`config.mk`:
```
export PLATFORM = sky130hd
export DESIGN_NAME = fsk_modulate_flat
export DESIGN_NICKNAME = d
export VERILOG_FILES = /design/src/rtl/fsk_modulate_if.sv /design/src/rtl/fsk_modulate.sv /design/src/flat_wrapper.sv
export SDC_FILE = /design/constraint.sdc
export NUM_CORES = 1
export LEC_CHECK = 0
export BUFFER_PORTS_ARGS = -buffer_cell sky130_fd_sc_hd__buf_2
export CORE_UTILIZATION = 35
export DETAILED_ROUTE_END_ITERATION = 8
export GPL_TIMING_DRIVEN = 0
export RECOVER_POWER = 50
export SYNTH_ARGS = -nofsm -noshare
export SYNTH_HDL_FRONTEND = slang
export SYNTH_SLANG_ARGS = --single-unit
```
`constraint.sdc`:
```
create_clock -name clk -period 2.6 [get_ports clk]
set_input_delay 0.26 -clock clk [delete_from_list [all_inputs] [get_ports clk]]
set_output_delay 0.26 -clock clk [all_outputs]
set_load 0.02 [all_outputs]
```
`src/rtl/fsk_modulate_if.sv`:
```
// rtl/fsk_modulate_if.sv - frame load handshake and FSK output bundle for fsk_modulate
interface fsk_modulate_if;
    logic [13:0] Hamcode;
    logic        load_valid;
    logic        load_ready;
    logic        fsk_signal;
    logic        clk_bitTransferRate;
    logic        busy;
    logic        frame_done;

    modport master (
        output Hamcode,
        output load_valid,
        input  load_ready,
        input  fsk_signal,
        input  clk_bitTransferRate,
        input  busy,
        input  frame_done
    );

    modport slave (
        input  Hamcode,
        input  load_valid,
        output load_ready,
        output fsk_signal,
        output clk_bitTransferRate,
        output busy,
        output frame_done
    );
endinterface

```
`src/rtl/fsk_modulate.sv`:
```
// rtl/fsk_modulate.sv - serialises a 14-bit codeword as a binary FSK carrier, bit 0 first
module fsk_modulate #(
    parameter int BIT_CYCLES = 64,
    parameter int MARK_HALF  = 2,
    parameter int SPACE_HALF = 8
) (
    input  logic          clk,
    input  logic          reset,
    fsk_modulate_if.slave bus
);
    localparam int             CW     = $clog2(BIT_CYCLES);
    localparam logic [CW-1:0]  C_LAST = CW'(BIT_CYCLES - 1);
    localparam logic [CW-1:0]  C_HALF = CW'(BIT_CYCLES / 2);
    localparam logic [CW-1:0]  MARK_H  = CW'(MARK_HALF);
    localparam logic [CW-1:0]  SPACE_H = CW'(SPACE_HALF);
    localparam logic [3:0]     B_LAST = 4'd13;

    typedef enum logic {S_IDLE, S_SEND} state_t;

    state_t        r_state, w_state_nx;
    logic [3:0]    r_bit, w_bit_nx;
    logic [CW-1:0] r_cnt, w_cnt_nx;
    logic [CW-1:0] r_ph, w_ph_nx;
    logic [13:0]   r_shadow, w_shadow_nx;
    logic          r_fsk, r_bitclk, r_busy, r_done;
    logic          w_fsk_nx;
    logic          w_last_cycle;
    logic          w_ready;
    logic          w_handshake;
    logic          w_cur_bit;
    logic [CW-1:0] w_half_nx;

    assign w_last_cycle = (r_state == S_SEND) && (r_bit == B_LAST) && (r_cnt == C_LAST);
    assign w_ready      = (r_state == S_IDLE) || w_last_cycle;
    assign w_handshake  = bus.load_valid && w_ready;

    always_comb begin
        w_state_nx  = r_state;
        w_bit_nx    = r_bit;
        w_cnt_nx    = r_cnt;
        w_shadow_nx = r_shadow;
        case (r_state)
            S_IDLE: begin
                if (w_handshake) begin
                    w_state_nx  = S_SEND;
                    w_bit_nx    = 4'd0;
                    w_cnt_nx    = '0;
                    w_shadow_nx = bus.Hamcode;
                end
            end
            S_SEND: begin
                if (r_cnt == C_LAST) begin
                    w_cnt_nx = '0;
                    if (r_bit == B_LAST) begin
                        w_bit_nx = 4'd0;
                        if (w_handshake) begin
                            w_shadow_nx = bus.Hamcode;
                        end else begin
                            w_state_nx = S_IDLE;
                        end
                    end else begin
                        w_bit_nx = r_bit + 4'd1;
                    end
                end else begin
                    w_cnt_nx = r_cnt + 1'b1;
                end
            end
            default: w_state_nx = S_IDLE;
        endcase
    end

    // Carrier phase is rebuilt from zero at the start of each bit; the half
    // period follows the bit that the next cycle will be transmitting.
    assign w_cur_bit = w_shadow_nx[w_bit_nx];
    assign w_half_nx = w_cur_bit ? MARK_H : SPACE_H;

    always_comb begin
        w_ph_nx  = '0;
        w_fsk_nx = 1'b0;
        if ((w_state_nx == S_SEND) && (w_cnt_nx != '0)) begin
            if (r_ph == (w_half_nx - 1'b1)) begin
                w_ph_nx  = '0;
                w_fsk_nx = ~r_fsk;
            end else begin
                w_ph_nx  = r_ph + 1'b1;
                w_fsk_nx = r_fsk;
            end
        end
    end

    always_ff @(posedge clk or posedge reset) begin
        if (reset) begin
            r_state  <= S_IDLE;
            r_bit    <= 4'd0;
            r_cnt    <= '0;
            r_ph     <= '0;
            r_shadow <= 14'd0;
            r_fsk    <= 1'b0;
            r_bitclk <= 1'b0;
            r_busy   <= 1'b0;
            r_done   <= 1'b0;
        end else begin
            r_state  <= w_state_nx;
            r_bit    <= w_bit_nx;
            r_cnt    <= w_cnt_nx;
            r_ph     <= w_ph_nx;
            r_shadow <= w_shadow_nx;
            r_fsk    <= w_fsk_nx;
            r_bitclk <= (w_state_nx == S_SEND) && (w_cnt_nx < C_HALF);
            r_busy   <= (w_state_nx == S_SEND);
            r_done   <= (w_state_nx == S_SEND) && (w_bit_nx == B_LAST) && (w_cnt_nx == C_LAST);
        end
    end

    assign bus.load_ready          = w_ready;
    assign bus.fsk_signal          = r_fsk;
    assign bus.clk_bitTransferRate = r_bitclk;
    assign bus.busy                = r_busy;
    assign bus.frame_done          = r_done;
endmodule

```
`src/flat_wrapper.sv`:
```
// flat-port wrapper written by rule: the top's interface ports become plain ports
module fsk_modulate_flat 
#(
    parameter int BIT_CYCLES = 64,
    parameter int MARK_HALF  = 2,
    parameter int SPACE_HALF = 8
)
  (clk, reset, bus_Hamcode, bus_load_valid, bus_load_ready, bus_fsk_signal, bus_clk_bitTransferRate, bus_busy, bus_frame_done);
  fsk_modulate_if bus_i ();
  input  logic clk;
  input  logic reset;
  input wire logic [$bits(bus_i.Hamcode)-1:0] bus_Hamcode;
  input wire logic [$bits(bus_i.load_valid)-1:0] bus_load_valid;
  output wire logic [$bits(bus_i.load_ready)-1:0] bus_load_ready;
  output wire logic [$bits(bus_i.fsk_signal)-1:0] bus_fsk_signal;
  output wire logic [$bits(bus_i.clk_bitTransferRate)-1:0] bus_clk_bitTransferRate;
  output wire logic [$bits(bus_i.busy)-1:0] bus_busy;
  output wire logic [$bits(bus_i.frame_done)-1:0] bus_frame_done;
  assign bus_i.Hamcode = bus_Hamcode;
  assign bus_i.load_valid = bus_load_valid;
  assign bus_load_ready = bus_i.load_ready;
  assign bus_fsk_signal = bus_i.fsk_signal;
  assign bus_clk_bitTransferRate = bus_i.clk_bitTransferRate;
  assign bus_busy = bus_i.busy;
  assign bus_frame_done = bus_i.frame_done;
  fsk_modulate #(.BIT_CYCLES(BIT_CYCLES), .MARK_HALF(MARK_HALF), .SPACE_HALF(SPACE_HALF)) u_core (.clk(clk), .reset(reset), .bus(bus_i));
endmodule
```
Word-level counts from Yosys, hierarchy flattened

Cells that the tools add are included.

Output and inout port bits: 5
Memories: 0
Memory bits (writable): 0
ROM bits: 0
Latch bits: 0
Register bits after elaboration: 34

Multiplexer cells: 22
Equal/unequal tests: 6
Multiply operators: 0
$add $sub $neg: 4
Order comparisons: 2
Shift operators: 0
Div/mod/pow operators: 0
Reductions and logical operators: 9
Bitwise logic cells: 2

Operator list:

| kind                  | count |
|---|---|
| $mux W14              | 3 |
| $pmux W14 S2          | 1 |
| $mux W6               | 4 |
| $mux W4               | 4 |
| $add A6 B1 Y6 const B | 2 |
| $eq A6 B6 Y1 const B  | 2 |
| $pmux W6 S2           | 1 |
| $eq A4 B4 Y1 const B  | 2 |
| $pmux W4 S2           | 1 |
| $logic_and A1 B1 Y1   | 7 |
| $eq A6 B6 Y1          | 1 |
| $lt A6 B6 Y1 const B  | 1 |
| $mux W1               | 6 |
| $reduce_bool A6 Y1    | 1 |
| $sub A6 B1 Y6 const B | 1 |
| $lt A4 B5 Y1 const B  | 1 |
| $add A4 B1 Y4 const B | 1 |
| $bmux W1 S4           | 1 |
| $ne A2 B2 Y1 const B  | 1 |
| $not A1 Y1            | 2 |
| $pmux W1 S2           | 1 |
| $logic_or A1 B1 Y1    | 1 |

Depth between registers and ports, before layout

Gate-level depths: netlist of the first run.

Depth in word-level cells: 16
Mapped depth: 10

Worst setup path before layout of the first run

Ideal clock, no wire load.

Path type: register -> register
Start point: register u_core.r_cnt[0]
End point: register u_core.r_fsk (netlist: u_core.bus.fsk_signal)
Arrival: 2388 ps
Required time: 2475 ps
Clock period less this slack: 2513 ps
Library setup time: 125 ps
Buffers on the path: 1
Cell stages (with the launch flop): 11
Slack: 87 ps
Path through: dfrtp_1 -> ha_1 -> and3_1 -> buf_6 -> mux2_2 -> a22o_1 -> o221ai_2 -> o211ai_1 -> nand4_2 -> mux2i_4 -> mux2_4

Word-level cells in the longest chain between the ends: 14

Ends and longest elaborated chain:

| item                          | RTL line                               | text |
|---|---|---|
| from (decl)                   | fsk_modulate.sv:22                     | `logic [CW-1:0] r_cnt, w_cnt_nx;` |
| from (signal assigned)        | fsk_modulate.sv:105                    | `r_cnt <= w_cnt_nx;` |
| $eq A6 B6 Y1                  | fsk_modulate.sv:33, fsk_modulate.sv:52 |  |
| $logic_and A1 B1 Y1           | fsk_modulate.sv:33                     | `assign w_last_cycle = (r_state == S_SEND) && (r_bit == B_LAST) && (r_cnt == C_LAST);` |
| $logic_or A1 B1 Y1            | fsk_modulate.sv:34                     | `assign w_ready = (r_state == S_IDLE) \|\| w_last_cycle;` |
| $logic_and A1 B1 Y1           | fsk_modulate.sv:35                     | `assign w_handshake = bus.load_valid && w_ready;` |
| $mux W14                      | fsk_modulate.sv:44, fsk_modulate.sv:56 |  |
| $mux W14                      | fsk_modulate.sv:54                     | `if (r_bit == B_LAST) begin` |
| $mux W14                      | fsk_modulate.sv:52                     | `if (r_cnt == C_LAST) begin` |
| $pmux W14 S2                  | fsk_modulate.sv:42                     | `case (r_state)` |
| $bmux W1 S4                   | fsk_modulate.sv:74                     | `assign w_cur_bit = w_shadow_nx[w_bit_nx];` |
| $mux W1 (not written as such) | fsk_modulate.sv:74                     |  |
| $mux W4                       | fsk_modulate.sv:75                     | `assign w_half_nx = w_cur_bit ? MARK_H : SPACE_H;` |
| $sub A6 B1 Y6                 | fsk_modulate.sv:81                     | `if (r_ph == (w_half_nx - 1'b1)) begin` |
| $eq A6 B6 Y1                  | fsk_modulate.sv:81                     |  |
| $ne A2 B2 Y1 (no line)        | -                                      |  |
| to (signal assigned)          | fsk_modulate.sv:108                    | `r_fsk <= w_fsk_nx;` |
| to (decl)                     | fsk_modulate.sv:25                     | `logic r_fsk, r_bitclk, r_busy, r_done;` |

Several ways; a longest one is shown, not always the timed one. The select of a mux whose other input is x is not followed.
A chain may end at the register's enable or synchronous reset.

Final worst setup path of the first run

Ends and elaborated chain as after synthesis.

==> impl_summary.txt, run 1 <==
----------------------------------------------------
[Place]
  DP HPWL ... 3.58 mm
  Final RePlAce weighted congestion ... 0.911
  Dpl ws ... -0.289 ns
  Port bufs ... 21

[Logic synthesis]
  #FFs+latches synth ... 34
  Proportion of synthesized chip area in sequential cells ... between 40% and 50%
  Syn_nets ... 242
  Gate count of the mapped netlist ... between 200 and 250
  Post-synth top flop ... sky130_fd_sc_hd__dfrtp_1
  Yosys warns ... 0
  Post-synthesis async set-or-reset flop share ... 100%
  Synth cell types ... slightly below 60
  Post-Synthesis Cell Area ... between 2000 and 2500 sq um
  Number of synthesized flops with an enable pin ... 0
  Mean instance size in the synthesized netlist ... ~9.5 sq um

[Timing]
  Setup clock skew after layout ... around 0.0028 ns
  Worst Setup Slack, final ... 0.0128 ns
  Worst Tran Pin Value ... 1.24 ns
  Unrepaired setup endpoints after global routing ... true
  Final hold vios ... 0
  Max-slew violations ... 0
  Worst slew slack as a fraction of its limit ... 17.0%
  Tmin final ... ~2.6 ns
  Number of setup violations in the final report ... 0
  Period utilisation layout ... 99.5%
  Achievable Freq ... 0.387 GHz

[Clock tree]
  Maximum level of the CTS H-tree ... 2
  Clock latency of the later-clocked register in the worst-skew pair ... 0.29 ns
  Worst-path clk slew ... about 0.070 ns
  CTS Buffer Depth ... 2
  Total clock sinks ... 34
  TritonCTS clock tree ... done
  Root buf cell ... sky130_fd_sc_hd__clkbuf_8
  TritonCTS buffer count ... 5

[Worst setup path]
  Worst setup SP type ... flop
  Crit path max-delay family ... multiplexers
  Buffers and inverters on the worst path ... 1
  Data required, critical path ... roughly 2.8 ns
  Kind of critical path ... flop to flop
  Cell Chain, Critical Path ... ha_4, and3_4, mux2_4, buf_6, a21boi_2, o221ai_2, o211ai_1, nand4_2, mux2i_4, mux2_4
  Biggest fanout along the worst timing path ... 6
  Longest individual stage delay on the worst path ... 0.41 ns
  Dominant cell type by count on the critical path ... sky130_fd_sc_hd__mux2_4
  Crit path capture type ... flop
  Slowest cell on the critical path ... sky130_fd_sc_hd__dfrtp_1
  Arrival time of data at the critical path endpoint ... 2.76 ns

[Drt]
  Iteration-0 DRC Markers ... roughly 140
  Average vias per placed instance ... 5.40
  Final wirelength ... 5.23 mm
  Post-detailed-route wirelength per cell ... between 15 and 20 microns
  Number of vias in the routed layout ... approximately 1800
  ANT nets after route ... 0
  DRC violations left ... 0
  Number of detailed-route iterations in the first pass ... 4

[Power]
  Worst vdd ir ... between 500 and 600 uV
  Total power ... 0.00256 W
  Total power per unit cell area ... 969 nW/um^2
  Proportion of power drawn by flip-flops and latches ... 32.3%
  Sw Ratio ... 39.3%
  Share of total power in the clock network ... 17.9%
  Leakage power ... 1.19 nW
  Internal portion of total power ... 0.00155 W
  Switching power ... 0.00101 W
  Logic gate share of total power ... 49.8%

[Global route]
  Pin count of the biggest net entering global routing ... 35
  Global-route usage over all layers ... 17.9%
  Gr ovfl total ... 0
  Number of antenna violations at the first check in global routing ... 0
  Vias in the first global route ... 1764
  Wire length of the first global-routing pass ... 8.66 mm

[Die]
  Number of core rows ... 28
  Die area ... 6390 sq um
  Die X-Extent ... 79.9 microns
  Die Height ... roughly 80 microns
  Initial core utilization ... between 30% and 40%
  Placeable Area ... 5890 sq um
  IO Pins ... 22

[Run]
  Number of max-capacitance violations reported ... 0

[Layout]
  Share of cells above drive strength 1 ... 36.0%
  Growth of design area from synthesis to finish ... 24.3%
  Antenna fix cells ... 0
  Number of fill cells in the layout ... around 600
  Final-stage net count ... 282

[Min path]
  Tightest Hold Check Type ... input port to flop

[Run status]
  Result of the run ... finished, final reports clean

----------------------------------------------------
-- final timing paths --
kind / start / endpoint / slack, ns / cells after the start
min reg2reg: u_core.r_ph[0] / u_core.r_ph[0] / 0.48 / 1
max: u_core.r_cnt[0] / u_core.bus.fsk_signal / 0.01 / 10
min in group asynchronous: reset / u_core.r_shadow[2] / 0.30 / 2
max reg2reg: u_core.r_cnt[0] / u_core.bus.fsk_signal / 0.01 / 10
min: bus_Hamcode[1] / u_core.r_shadow[1] / 0.20 / 2
max in group asynchronous: reset / u_core.r_state / 1.48 / 2
-- timing repair --
| item | in CTS | in global routing |
|---|---|---|
| hold buffers | 0 | 0 |
| gates resized for setup | 5 | 21 |
| cloned | 0 | 0 |
| pin swaps | 5 | 9 |
| setup buffers | 7 | 7 |
| setup endpoints to repair | 5 | 5 |
-- metal layers --
metal  vias to the layer above  wire length [microns]  global-route usage [%]
met2                        45                   2420                    25.8
met1                       877                   2390                    25.6
met3                         7                    292                    2.97
met4                         0                    119                    8.57
met5                         -                      0                       0
li1                        901                      -                       -
-- logic make-up (layout without fill, tap and decap cells) --
logic type | after synthesis | after routing | synth area share [%]
adders and majority gates | 2 | 2 | 1.18
DFF | 34 | 34 | 40.0
buffers and inverters | 29 | 70 | 6.30
muxes | 19 | 19 | 10.5
AOI/OAI and AO/OA | 52 | 52 | 18.9
xor gates and xnor gates | 7 | 7 | 2.89
and+or+nand+nor | 80 | 80 | 20.1
-- through the flow --
stage,hold slack (ns),cells,utilization [%],setup TNS [ns],area (sq um)
2_1_floorplan,0.398,223,-,0,2120
3_3_place_gp,0.479,319,39.5,-0.596,2320
3_5_place_dp,0.480,319,39.5,-0.630,2320
4_1_cts,0.189,334,42.6,-0.0258,2510
5_1_grt,0.190,339,44.9,-0.144,2640
6_report,0.198,339,44.9,0,2640
-- registers in the layout, summed over array words and instances (netlist names) --
name / cells
u_core.bus.fsk_signal: 1
u_core.r_cnt: 6
u_core.bus.clk_bitTransferRate: 1
u_core.r_shadow: 14
u_core.bus.frame_done: 1
u_core.r_ph: 6
u_core.r_state: 1
u_core.r_bit: 4
-- worst reg2reg max path, cell delays in order (launching register included) --
cell	delay (ns)
sky130_fd_sc_hd__dfrtp_1	0.41
sky130_fd_sc_hd__ha_4	0.18
sky130_fd_sc_hd__and3_4	0.25
sky130_fd_sc_hd__mux2_4	0.34
sky130_fd_sc_hd__buf_6	0.12
sky130_fd_sc_hd__a21boi_2	0.13
sky130_fd_sc_hd__o221ai_2	0.13
sky130_fd_sc_hd__o211ai_1	0.17
sky130_fd_sc_hd__nand4_2	0.20
sky130_fd_sc_hd__mux2i_4	0.24
sky130_fd_sc_hd__mux2_4	0.31
-- cell usage in the layout, fill, tap and decap left out, drive strengths merged, types with 3 or more instances in the layout --
cell,count
nand4,4
o221ai,3
dfrtp,34
xnor2,3
o21ai,11
inv,14
nor2,19
a211oi,3
xor2,4
nand2,19
nor3,6
nor4,3
a21oi,6
a31oi,5
and3,4
mux2i,5
nand3,12
o211ai,5
clkbuf,13
buf,43
nor2b,3
mux2,14
-- final cells by class --
cell class                 instances  area (sq um)  share of cell area, %
clock buffer                       8           110                   4.17
timing repair buffer              35           218                   8.24
tap                               75          93.8                   3.55
multi-input combinational        160          1230                   46.8
buffer                            13          80.1                   3.03
sequential                        34           852                   32.3
inverter                          14          52.6                   1.99
-- power by group through the flow --
stage	clock network (W)	registers [W]	logic [W]
final	0.000457	0.000827	0.00128
after global routing	0.000493	0.000850	0.00141
after CTS	0.000478	0.000811	0.00112
after detailed placement	0	0.000827	0.00103
after global placement	0	0.000829	0.00102
after floorplan	0	0.000812	0.000813
-- synth_stat cells (3+ instances only) --
| cell type | count | share of area, % |
|---|---|---|
| sky130_fd_sc_hd__a211oi_1 | 3 | 1.1 |
| sky130_fd_sc_hd__a21oi_1 | 6 | 1.4 |
| sky130_fd_sc_hd__a31oi_1 | 5 | 1.5 |
| sky130_fd_sc_hd__and3_1 | 3 | 0.88 |
| sky130_fd_sc_hd__buf_2 | 8 | 1.9 |
| sky130_fd_sc_hd__clkbuf_1 | 3 | 0.53 |
| sky130_fd_sc_hd__dfrtp_1 | 34 | 40 |
| sky130_fd_sc_hd__inv_1 | 12 | 2.1 |
| sky130_fd_sc_hd__mux2_2 | 13 | 6.9 |
| sky130_fd_sc_hd__mux2i_1 | 4 | 1.9 |
| sky130_fd_sc_hd__nand2_1 | 18 | 3.2 |
| sky130_fd_sc_hd__nand3_1 | 9 | 2.1 |
| sky130_fd_sc_hd__nand3_2 | 3 | 1.4 |
| sky130_fd_sc_hd__nand4_1 | 3 | 0.88 |
| sky130_fd_sc_hd__nor2_1 | 19 | 3.4 |
| sky130_fd_sc_hd__nor2b_1 | 3 | 0.88 |
| sky130_fd_sc_hd__nor3_1 | 6 | 1.4 |
| sky130_fd_sc_hd__nor4_1 | 3 | 0.88 |
| sky130_fd_sc_hd__o211ai_1 | 5 | 1.8 |
| sky130_fd_sc_hd__o21ai_0 | 10 | 2.4 |
| sky130_fd_sc_hd__xnor2_1 | 3 | 1.2 |
| sky130_fd_sc_hd__xor2_1 | 4 | 1.6 |
No activity file was read; power rests on OpenSTA's default activity.
==> run 2: changes to the inputs <==
Settings changed: CORE_UTILIZATION 35 to 40.
==> run 2 against run 1 <==
Clock skew is 0.0026 ns higher. Clock power is 1% higher. Critical path type unchanged. Cell area is 0.43% lower.
==> impl_summary.txt, run 2 (synthesis gave the netlist of run 1 again) <==
----------------------------------------------------
[Layout]
  Share of cells above drive strength 1 ... 36.4% (was 36.0%)
  Most frequent standard cell in the layout excluding fill and tap cells ... sky130_fd_sc_hd__dfrtp_1 (unchanged)
  Largest registers ranked by flip-flop count ... u_core.r_shadow (14), u_core.r_cnt (6), u_core.r_ph (6) (unchanged)
  Max reg flops ... 14 (unchanged)
  Final-stage net count ... 282 (unchanged)
  Area taken by multi-input logic gates ... 1240 sq um (was 1230 sq um)
  Antenna fix cells ... 0 (unchanged)
  Number of fill cells in the layout ... 503 (was 595)
  Commonest cells after routing, fill and taps aside ... 32 x sky130_fd_sc_hd__dfrtp_1, 24 x sky130_fd_sc_hd__buf_2, 19 x sky130_fd_sc_hd__nor2_1, 17 x sky130_fd_sc_hd__nand2_1, 16 x sky130_fd_sc_hd__buf_4 (was 33 x sky130_fd_sc_hd__dfrtp_1, 25 x sky130_fd_sc_hd__buf_2, 19 x sky130_fd_sc_hd__nor2_1, 17 x sky130_fd_sc_hd__nand2_1, 14 x sky130_fd_sc_hd__buf_4)
  Final instance count without filler cells ... 334 (was 339)
  Growth of design area from synthesis to finish ... 23.8% (was 24.3%)
  Reg with most FFs ... u_core.r_shadow (unchanged)
  Final instance area ... 2630 sq um (was 2640 sq um)
  Sequential standard cell area ... 853 sq um (was 852 sq um)

[Global route]
  Wire length of the first global-routing pass ... 8.49 mm (was 8.66 mm)
  Most crowded layer after global routing ... met1 (was met2)
  Vias in the first global route ... 1669 (was 1764)
  Met1 Resource Use GR ... 30.8% (was 25.6%)
  Pin count of the biggest net entering global routing ... 35 (unchanged)
  Number of antenna violations at the first check in global routing ... 0 (unchanged)
  Gr ovfl total ... 0 (unchanged)
  Global-route usage over all layers ... 20.6% (was 17.9%)
  Global Route met3 Usage ... 3.61% (was 2.97%)
  Global Route met2 Usage ... 30.1% (was 25.8%)

[Place]
  DP HPWL ... 3.61 mm (was 3.58 mm)
  Final RePlAce weighted congestion ... 0.937 (was 0.911)
  Placed Instance Area ... 2320 sq um (about the same)
  Total instance count after detailed placement ... 314 (was 319)
  Port bufs ... 21 (unchanged)

[Drt]
  Final wirelength ... 5.33 mm (was 5.23 mm)
  DRC violations left ... 0 (unchanged)
  ANT nets after route ... 0 (unchanged)
  Average vias per placed instance ... 5.54 (was 5.40)
  Post-detailed-route wirelength per cell ... 16.0 microns (was 15.4 microns)
  Number of detailed-route iterations in the first pass ... 4 (unchanged)
  Number of vias in the routed layout ... 1849 (was 1830)
  Iteration-0 DRC Markers ... 92 (was 142)

[Clock tree]
  TritonCTS buffer count ... 5 (unchanged)
  Root buf cell ... sky130_fd_sc_hd__clkbuf_8 (unchanged)
  CTS Buffer Depth ... 2 (unchanged)
  Clock latency of the later-clocked register in the worst-skew pair ... 0.29 ns (about the same)
  Maximum level of the CTS H-tree ... 2 (unchanged)
  Worst-path clk slew ... 0.07 ns (about the same)
  TritonCTS clock tree ... done (unchanged)
  Total clock sinks ... 34 (unchanged)

[Timing]
  Final hold vios ... 0 (unchanged)
  Unrepaired setup endpoints after global routing ... true (unchanged)
  Final TNS setup ... 0 ns (unchanged)
  Worst slew slack as a fraction of its limit ... 14.2% (was 17.0%)
  Setup clock skew after layout ... 0.00537 ns (was 0.00279 ns)
  Max-slew violations ... 0 (unchanged)
  Worst hold slack ... 0.197 ns (was 0.198 ns)
  Worst Tran Pin Value ... 1.29 ns (was 1.24 ns)
  Tmin final ... 2.56 ns (was 2.59 ns)
  Period utilisation layout ... 98.5% (was 99.5%)
  Achievable Freq ... 0.391 GHz (was 0.387 GHz)
  Number of setup violations in the final report ... 0 (unchanged)

[Power]
  Total power ... 0.00252 W (was 0.00256 W)
  Switching power ... 0.000996 W (was 0.00101 W)
  Total power per unit cell area ... 959 nW/um^2 (was 969 nW/um^2)
  Sw Ratio ... 39.5% (was 39.3%)
  Leakage power ... 1.19 nW (about the same)
  Proportion of power drawn by flip-flops and latches ... 32.9% (was 32.3%)
  Worst vdd ir ... 418 uV (was 528 uV)
  Share of total power in the clock network ... 18.3% (was 17.9%)
  Internal portion of total power ... 0.00153 W (was 0.00155 W)
  Logic gate share of total power ... 48.7% (was 49.8%)

[Die]
  Die area ... 5610 sq um (was 6390 sq um)
  Die X-Extent ... 74.9 microns (was 79.9 microns)
  Placeable Area ... 5110 sq um (was 5890 sq um)
  Initial core utilization ... 41.6% (was 36.1%)
  Die Height ... 74.9 microns (was 79.9 microns)
  IO Pins ... 22 (unchanged)
  Number of core rows ... 26 (was 28)

[Worst setup path]
  Crit path max-delay family ... compound AO/OA/AOI/OAI gates (was multiplexers)
  Kind of critical path ... flop to flop (unchanged)
  R2r startpoint ... u_core.r_cnt[4] (was u_core.r_cnt[0])
  Worst setup SP type ... flop (unchanged)
  Crit path capture type ... flop (unchanged)
  Setup slack of the worst register-to-register path ... 0.04 ns (was 0.01 ns)
  Longest individual stage delay on the worst path ... 0.41 ns (about the same)
  Cell Chain, Critical Path ... clkbuf_4, and2_1, buf_2, o211a_1, a22o_1, o221ai_2, o211ai_1, nand4_2, mux2i_4, mux2_4 (was ha_4, and3_4, mux2_4, buf_6, a21boi_2, o221ai_2, o211ai_1, nand4_2, mux2i_4, mux2_4)
  Biggest fanout along the worst timing path ... 10 (was 6)
  Slowest cell on the critical path ... sky130_fd_sc_hd__dfrtp_1 (unchanged)
  Data required, critical path ... 2.78 ns (about the same)
  Arrival time of data at the critical path endpoint ... 2.74 ns (was 2.76 ns)
  End of the worst register-to-register path ... u_core.bus.fsk_signal (unchanged)
  Worst Reg-to-Reg Cells ... 10 (unchanged)
  Buffers and inverters on the worst path ... 2 (was 1)

[Min path]
  Hold endpoint ... u_core.r_shadow[3] (was u_core.r_shadow[1])
  Min-Delay Startpoint ... bus_Hamcode[3] (was bus_Hamcode[1])
  Tightest Hold Check Type ... input port to flop (unchanged)
  Number of cells traversed by the worst hold path ... 2 (unchanged)

[Run]
  Number of max-capacitance violations reported ... 0 (unchanged)

[Run status]
  Result of the run ... finished, final reports clean (unchanged)

----------------------------------------------------
[run 2: what timing repair did]
item | in CTS | in global routing
setup endpoints to repair | 5 | 5
resized for setup | 8 | 18
hold buffers | 0 | 0
setup buffers | 8 | 6
pin swaps | 6 | 7
[run 2: worst max-delay path by stage]
stage | depth (start not counted) | start | end
5_1_grt | 10 | u_core.r_cnt[0] | u_core.bus.fsk_signal
6_report | 10 | u_core.r_cnt[4] | u_core.bus.fsk_signal
4_1_cts | 10 | u_core.r_cnt[1] | u_core.bus.fsk_signal
3_5_place_dp | 10 | u_core.r_cnt[0] | u_core.bus.fsk_signal
2_1_floorplan | 10 | u_core.r_cnt[0] | u_core.bus.fsk_signal
3_3_place_gp | 10 | u_core.r_cnt[0] | u_core.bus.fsk_signal
[run 2: power by group through the flow]
| stage | Combinational [W] | Sequential [W] | Clock [W] |
|---|---|---|---|
| 2_1_floorplan | 0.000813 | 0.000812 | 0 |
| 3_3_place_gp | 0.00102 | 0.000828 | 0 |
| 3_5_place_dp | 0.00103 | 0.000828 | 0 |
| 4_1_cts | 0.00114 | 0.000823 | 0.000482 |
| 5_1_grt | 0.00136 | 0.000852 | 0.000497 |
| 6_report | 0.00123 | 0.000830 | 0.000462 |
[run 2: per-stage QoR]
| step | worst slack [ns] | utilization [%] |
|---|---|---|
| 2_1_floorplan | 0.0871 | - |
| 3_3_place_gp | -0.268 | 45.4 |
| 3_5_place_dp | -0.248 | 45.4 |
| 4_1_cts | -0.0397 | 49.6 |
| 5_1_grt | -0.00293 | 51.5 |
| 6_report | 0.0403 | 51.5 |
[run 2: cell type report]
class	count	area share [%]
Clock buffer	8	4.19
Inverter	14	2.00
Timing Repair Buffer	35	7.94
Tap cell	70	3.33
Buffer	13	3.09
Sequential cell	34	32.4
Multi-Input combinational cell	160	47.0
[run 2: metal layers]
layer | share of wire [%] | wire length [microns]
met5 | 0 | 0
met4 | 1.4 | 74
met3 | 4.9 | 263
met2 | 47 | 2500
met1 | 47 | 2490
